[src/rtl/tnn_pkg.sv]
// Shared types and constants for the ternary-neuron datapath: trit encoding,
// accumulator FSM states and the popcount width used by the popcount stages.
package tnn_pkg;

  localparam int PC_W   = 3;
  localparam int DIFF_W = PC_W + 1;

  typedef logic [1:0] trit_t;

  localparam trit_t TRIT_POS  = 2'b01;
  localparam trit_t TRIT_NEG  = 2'b11;
  localparam trit_t TRIT_ZERO = 2'b00;

  typedef enum logic {
    ACCUM = 1'b0,
    DONE  = 1'b1
  } state_t;

  // Signed difference of two unsigned popcounts, range -7..+7.
  function automatic logic signed [DIFF_W-1:0] pc_diff(
    input logic [PC_W-1:0] pos,
    input logic [PC_W-1:0] neg
  );
    return $signed({1'b0, pos}) - $signed({1'b0, neg});
  endfunction

endpackage

[src/rtl/ternary_thresh.sv]
// Combinational ternary activation: +1 if sum >= hi, else -1 if sum <= lo,
// else 0. The +1 test wins when the two thresholds overlap.
module ternary_thresh
  import tnn_pkg::*;
#(
  parameter int ACC_W = 8
) (
  input  logic signed [ACC_W-1:0] i_sum,
  input  logic signed [ACC_W-1:0] i_thr_hi,
  input  logic signed [ACC_W-1:0] i_thr_lo,
  output trit_t                   o_trit
);

  // NOTE: o_trit gets a default before the if-chain so no latch is inferred.
  always_comb begin
    o_trit = TRIT_ZERO;
    if (i_sum >= i_thr_hi)      o_trit = TRIT_POS;
    else if (i_sum <= i_thr_lo) o_trit = TRIT_NEG;
  end

endmodule

[src/rtl/ternary_neuron_acc.sv]
// Sequential ternary-neuron accumulator: sums (pc_pos - pc_neg) over N_CHUNKS
// transfers, then holds one registered trit/sum result until consumed.
// Build option TNN_ACC_SAT_EN: saturating accumulator instead of wrap-around.
module ternary_neuron_acc
  import tnn_pkg::*;
#(
  parameter int N_CHUNKS = 8,
  parameter int ACC_W    = 8
) (
  input  logic                    clk,
  input  logic                    rst_n,
  input  logic [PC_W-1:0]         pc_pos,
  input  logic [PC_W-1:0]         pc_neg,
  input  logic                    in_valid,
  output logic                    in_ready,
  input  logic signed [ACC_W-1:0] thr_hi,
  input  logic signed [ACC_W-1:0] thr_lo,
  output logic                    out_valid,
  input  logic                    out_ready,
  output logic [1:0]              out_trit,
  output logic signed [ACC_W-1:0] out_sum
);

  localparam int CNT_W = (N_CHUNKS > 1) ? $clog2(N_CHUNKS) : 1;
  localparam logic [CNT_W-1:0] LAST_CNT = CNT_W'(N_CHUNKS - 1);

  state_t                  r_state;
  logic signed [ACC_W-1:0] r_acc;
  logic [CNT_W-1:0]        r_cnt;
  logic                    r_in_ready;
  logic                    r_out_valid;
  trit_t                   r_out_trit;
  logic signed [ACC_W-1:0] r_out_sum;

  logic signed [DIFF_W-1:0] w_diff;
  logic signed [ACC_W-1:0]  w_acc_next;
  trit_t                    w_trit;

  assign w_diff = pc_diff(pc_pos, pc_neg);

`ifdef TNN_ACC_SAT_EN
  localparam logic signed [ACC_W-1:0] SUM_MAX = {1'b0, {(ACC_W-1){1'b1}}};
  localparam logic signed [ACC_W-1:0] SUM_MIN = {1'b1, {(ACC_W-1){1'b0}}};

  // One guard bit is enough: |diff| <= 7 is far below 2^(ACC_W-1) for ACC_W >= 4.
  logic signed [ACC_W:0] w_sum_wide;
  assign w_sum_wide = (ACC_W+1)'(r_acc) + (ACC_W+1)'(w_diff);

  always_comb begin
    w_acc_next = w_sum_wide[ACC_W-1:0];
    if (w_sum_wide[ACC_W] != w_sum_wide[ACC_W-1])
      w_acc_next = w_sum_wide[ACC_W] ? SUM_MIN : SUM_MAX;
  end
`else
  assign w_acc_next = r_acc + ACC_W'(w_diff);
`endif

  // The compare sees the sum including the current chunk, so the result is
  // ready to register on the final transfer.
  ternary_thresh #(.ACC_W(ACC_W)) u_thresh (
    .i_sum    (w_acc_next),
    .i_thr_hi (thr_hi),
    .i_thr_lo (thr_lo),
    .o_trit   (w_trit)
  );

  // NOTE: all state uses non-blocking assignments so every register samples
  // pre-edge values regardless of statement order.
  always_ff @(posedge clk or negedge rst_n) begin
    if (!rst_n) begin
      r_state     <= ACCUM;
      r_acc       <= '0;
      r_cnt       <= '0;
      r_in_ready  <= 1'b0;
      r_out_valid <= 1'b0;
      r_out_trit  <= TRIT_ZERO;
      r_out_sum   <= '0;
    end else begin
      case (r_state)
        ACCUM: begin
          r_in_ready <= 1'b1;
          if (in_valid && r_in_ready) begin
            if (r_cnt == LAST_CNT) begin
              r_out_sum   <= w_acc_next;
              r_out_trit  <= w_trit;
              r_acc       <= '0;
              r_cnt       <= '0;
              r_in_ready  <= 1'b0;
              r_out_valid <= 1'b1;
              r_state     <= DONE;
            end else begin
              r_acc <= w_acc_next;
              r_cnt <= r_cnt + CNT_W'(1);
            end
          end
        end
        DONE: begin
          if (out_ready) begin
            r_out_valid <= 1'b0;
            r_in_ready  <= 1'b1;
            r_state     <= ACCUM;
          end
        end
        default: r_state <= ACCUM;
      endcase
    end
  end

  assign in_ready  = r_in_ready;
  assign out_valid = r_out_valid;
  assign out_trit  = r_out_trit;
  assign out_sum   = r_out_sum;

endmodule
[config.mk]
export PLATFORM = sky130hd
export DESIGN_NAME = ternary_neuron_acc
export DESIGN_NICKNAME = d
export VERILOG_FILES = /design/src/rtl/tnn_pkg.sv /design/src/rtl/ternary_thresh.sv /design/src/rtl/ternary_neuron_acc.sv
export SDC_FILE = /design/constraint.sdc
export NUM_CORES = 1
export LEC_CHECK = 0
export BUFFER_PORTS_ARGS = -buffer_cell sky130_fd_sc_hd__buf_2
export CORE_ASPECT_RATIO = 1.2
export CORE_MARGIN = 10
export CORE_UTILIZATION = 59
export DETAILED_ROUTE_END_ITERATION = 10
export GPL_TIMING_DRIVEN = 1
export PLACE_DENSITY = 0.85
export SYNTH_ARGS = -nofsm -noshare
export SYNTH_HDL_FRONTEND = slang
export SYNTH_HIERARCHICAL = 1
export SYNTH_SLANG_ARGS = --single-unit
[constraint.sdc]
create_clock -name clk -period 5.75 [get_ports clk]
set_input_delay 0.575 -clock clk [delete_from_list [all_inputs] [get_ports clk]]
set_output_delay 0.575 -clock clk [all_outputs]
set_load 0.02 [all_outputs]
==> impl_metrics.ini <==
[run_status]
status = finished clean

[clocking]
clock_path_buffers = 2
cts_resized = 0
ctsHoldBuffers = 0
clk_root_buffer_cell = clkbuf_4
clock_sinks = 24
cts_setup_buffers = 0
cts-buffers-inserted = 3
clock_latency_ns = 0.31
cts.reportedPaths.clkPinSlew_ns = 0.13
htreeDepth = 1
cts_tree = done

[job]
drv_cap = 0

[timing]
tightest_slew_ns = 0.636
setup_violations = 0
tns_ns = 0
max-slew-margin-rel_pct = 56.5
rsz0062_at_grt = no
finalClockSkew_ns = 0.00620
hold_slack_ns = 0.229
finalHoldViolations = 0
period_needed_ns = 3.90
fin_crit_sh_pct = 67.8
slew_viol_final = 0
finalWorstSetupSlack_ns = 1.85
max_freq_ghz = 0.257

[global_route]
antenna_found_initial = 0
use_met3_pct = 2.09
met2_usage_pct = 22.4
busiest_layer = met2
grt_remaining_overflow = 0
grtUsageTotal_pct = 13.1
grt_pass1_wl_um = 6350
globalRouteMet1Util_pct = 16.5
grt_max_degree = 25
grt_pass1_vias = 1386

[synth]
ys.warnings.count = 6
netlist.area_leader.share_pct = 33.6
synth_adder_area_share_pct = 21.8
yosysMostFrequentCell = inv_1
synth_top_cell_by_area = dfrtp_1
avgSynthCellArea_um2 = 9.72
synthTopCellsByArea = dfrtp_1, ha_1, inv_1, mux2_2, nand2_1
synthXorXnorAreaFrac_pct = 2.45
synth.distinct_cells = 42
synth_top_family_by_area = adder cells
ys_ff_latch = 24
synth-edff-count = 0
synth_flop_cell = dfrtp_1
synth_common_cells = inv_1, ha_1, dfrtp_1, nand2_1, o21ai_0
synth_nets = 240
synthMuxAreaShare_pct = 4.97
synth-compound-area-share_pct = 17.5
postSynthCellCount = 184
ys_seq_area_share_pct = 33.6
synthArstFlopShare_pct = 100
synth-simple-area-share_pct = 12.7
netlist_area_um2 = 1790

[routing]
detail_route.wl_per_cell_um = 14.2
drt-total-wl_um = 3620
drtIter0Drc = 55
detail_route.vias_per_cell = 5.36
drtPass1Iterations = 4
vias = 1368
final_antenna_net_count = 0
drcViolationCount = 0

[final_layout]
fin_cells = 255
ff_latch_area_um2 = 601
area_growth_pct = 13.1
multi_input_area_um2 = 1060
nFillCells = 239
drive_gt1_share_pct = 23.5
nNetsFinal = 279
diodes = 0
post-route-util_pct = 71.3

[critical_path]
startpoint_type = input pin
endpoint_kind = register
crit_required_ns = 5.96
crit_type = input pin to register
crit_fanout = 6
cp.arrival_ns = 4.11
rrSetupSlack_ns = 2.63

[floorplan]
chipHeight_um = 80.3
initial_core_util_pct = 63.0
core_region_area_um2 = 2840
dieArea_um2 = 5640
pin_count = 38
die_w_um = 70.3
rows = 21

[pwr]
switchingPower_uw = 551
ir_worst_vdd_v = 0.000417
pwr-share-comb_pct = 69.5
internal_power_uw = 632
swShare_pct = 46.6
power_density_nw_per_um2 = 585
p_leak_uw = 0.00111
p_clk_share_pct = 6.1
seqPwrFrac_pct = 24.5

[place]
place_ws_ns = 1.52
place_inst = 252
io_buffer_count = 37
dp_hpwl_um = 3040
gp_congestion = 0.903

[worst_hold_path]
hp-class = input pin to asynchronous set/reset pin
-- power groups by stage --
| stage | logic (µW) | clock network (µW) | registers, µW |
|---|---|---|---|
| final | 822 | 71.9 | 290 |
| after global routing | 928 | 81.4 | 299 |
| after CTS | 829 | 74.5 | 289 |
| after detailed placement | 825 | 0 | 293 |
| after global placement | 805 | 0 | 290 |
| after floorplan | 593 | 0 | 333 |
-- cells by family (layout without fill, tap and decap cells) --
| family | Yosys count | after routing |
|---|---|---|
| multiplexers | 8 | 8 |
| AO/OA/AOI/OAI | 43 | 43 |
| XOR/XNOR | 5 | 5 |
| flip-flops | 24 | 24 |
| AND/OR/NAND/NOR | 42 | 42 |
| adder cells (fa/ha/maj) | 30 | 30 |
| buffers and inverters | 32 | 69 |
-- final timing paths --
path,from,to,cells after the start
max in group asynchronous,rst_n,r_acc[1],1
worst min-delay path,rst_n,r_cnt[2],1
min in group clk,out_valid,out_valid,2
worst max register to register,r_acc[1],out_trit[0],12
worst max-delay path,pc_pos[2],out_trit[0],16
worst min register to register,out_valid,out_valid,2
-- worst max-delay path: stages --
cell      delay, ns
buf_2          0.10
ha_1           0.33
a21o_1         0.17
a31oi_1        0.42
ha_1           0.40
a21oi_1        0.16
o21ai_0        0.09
a41oi_1        0.23
xnor2_1        0.22
inv_1          0.13
ha_1           0.34
nand4_1        0.14
nand2b_1       0.17
a21oi_1        0.24
o21ai_0        0.13
mux2_2         0.26
-- stage by stage --
step           area, µm²  total power (µW)
3_3_place_gp        2000              1090
3_5_place_dp        2000              1120
5_1_grt             2020              1310
4_1_cts             2020              1190
6_report            2020              1180
2_1_floorplan       1790               926
-- layout by cell type (no fill, tap or decap), types with 4 or more instances in the layout --
cell / netlist / routed
a21o_1: 5 / 5
a21oi_1: 6 / 6
a22o_1: 4 / 4
buf_2: 1 / 37
dfrtp_1: 24 / 24
ha_1: 28 / 28
inv_1: 29 / 29
mux2_2: 6 / 6
nand2_1: 16 / 16
nand2b_1: 5 / 5
nor2_1: 7 / 7
o21ai_0: 11 / 11
-- layout make-up --
cell class                      count  share of cell area (%)
Inverter                           29                    5.38
Sequential cell                    24                    29.7
Timing Repair Buffer               37                    9.16
Clock buffer                        3                    1.11
Multi-Input combinational cell    128                    52.5
Tap cell                           34                    2.10
-- registers in the layout (all words and copies together) (netlist names) --
name and flops:
in_ready 1, out_sum 8, out_trit 2, out_valid 1, r_acc 8, r_cnt 3
r_state 1
-- layer usage --
metal / wire length (µm) / share of wire, %
met3: 120 / 3.3
met1: 1710 / 47
met2: 1760 / 49
met5: 0 / 0
met4: 34 / 0.94
Power figures use the tool's default switching activity.
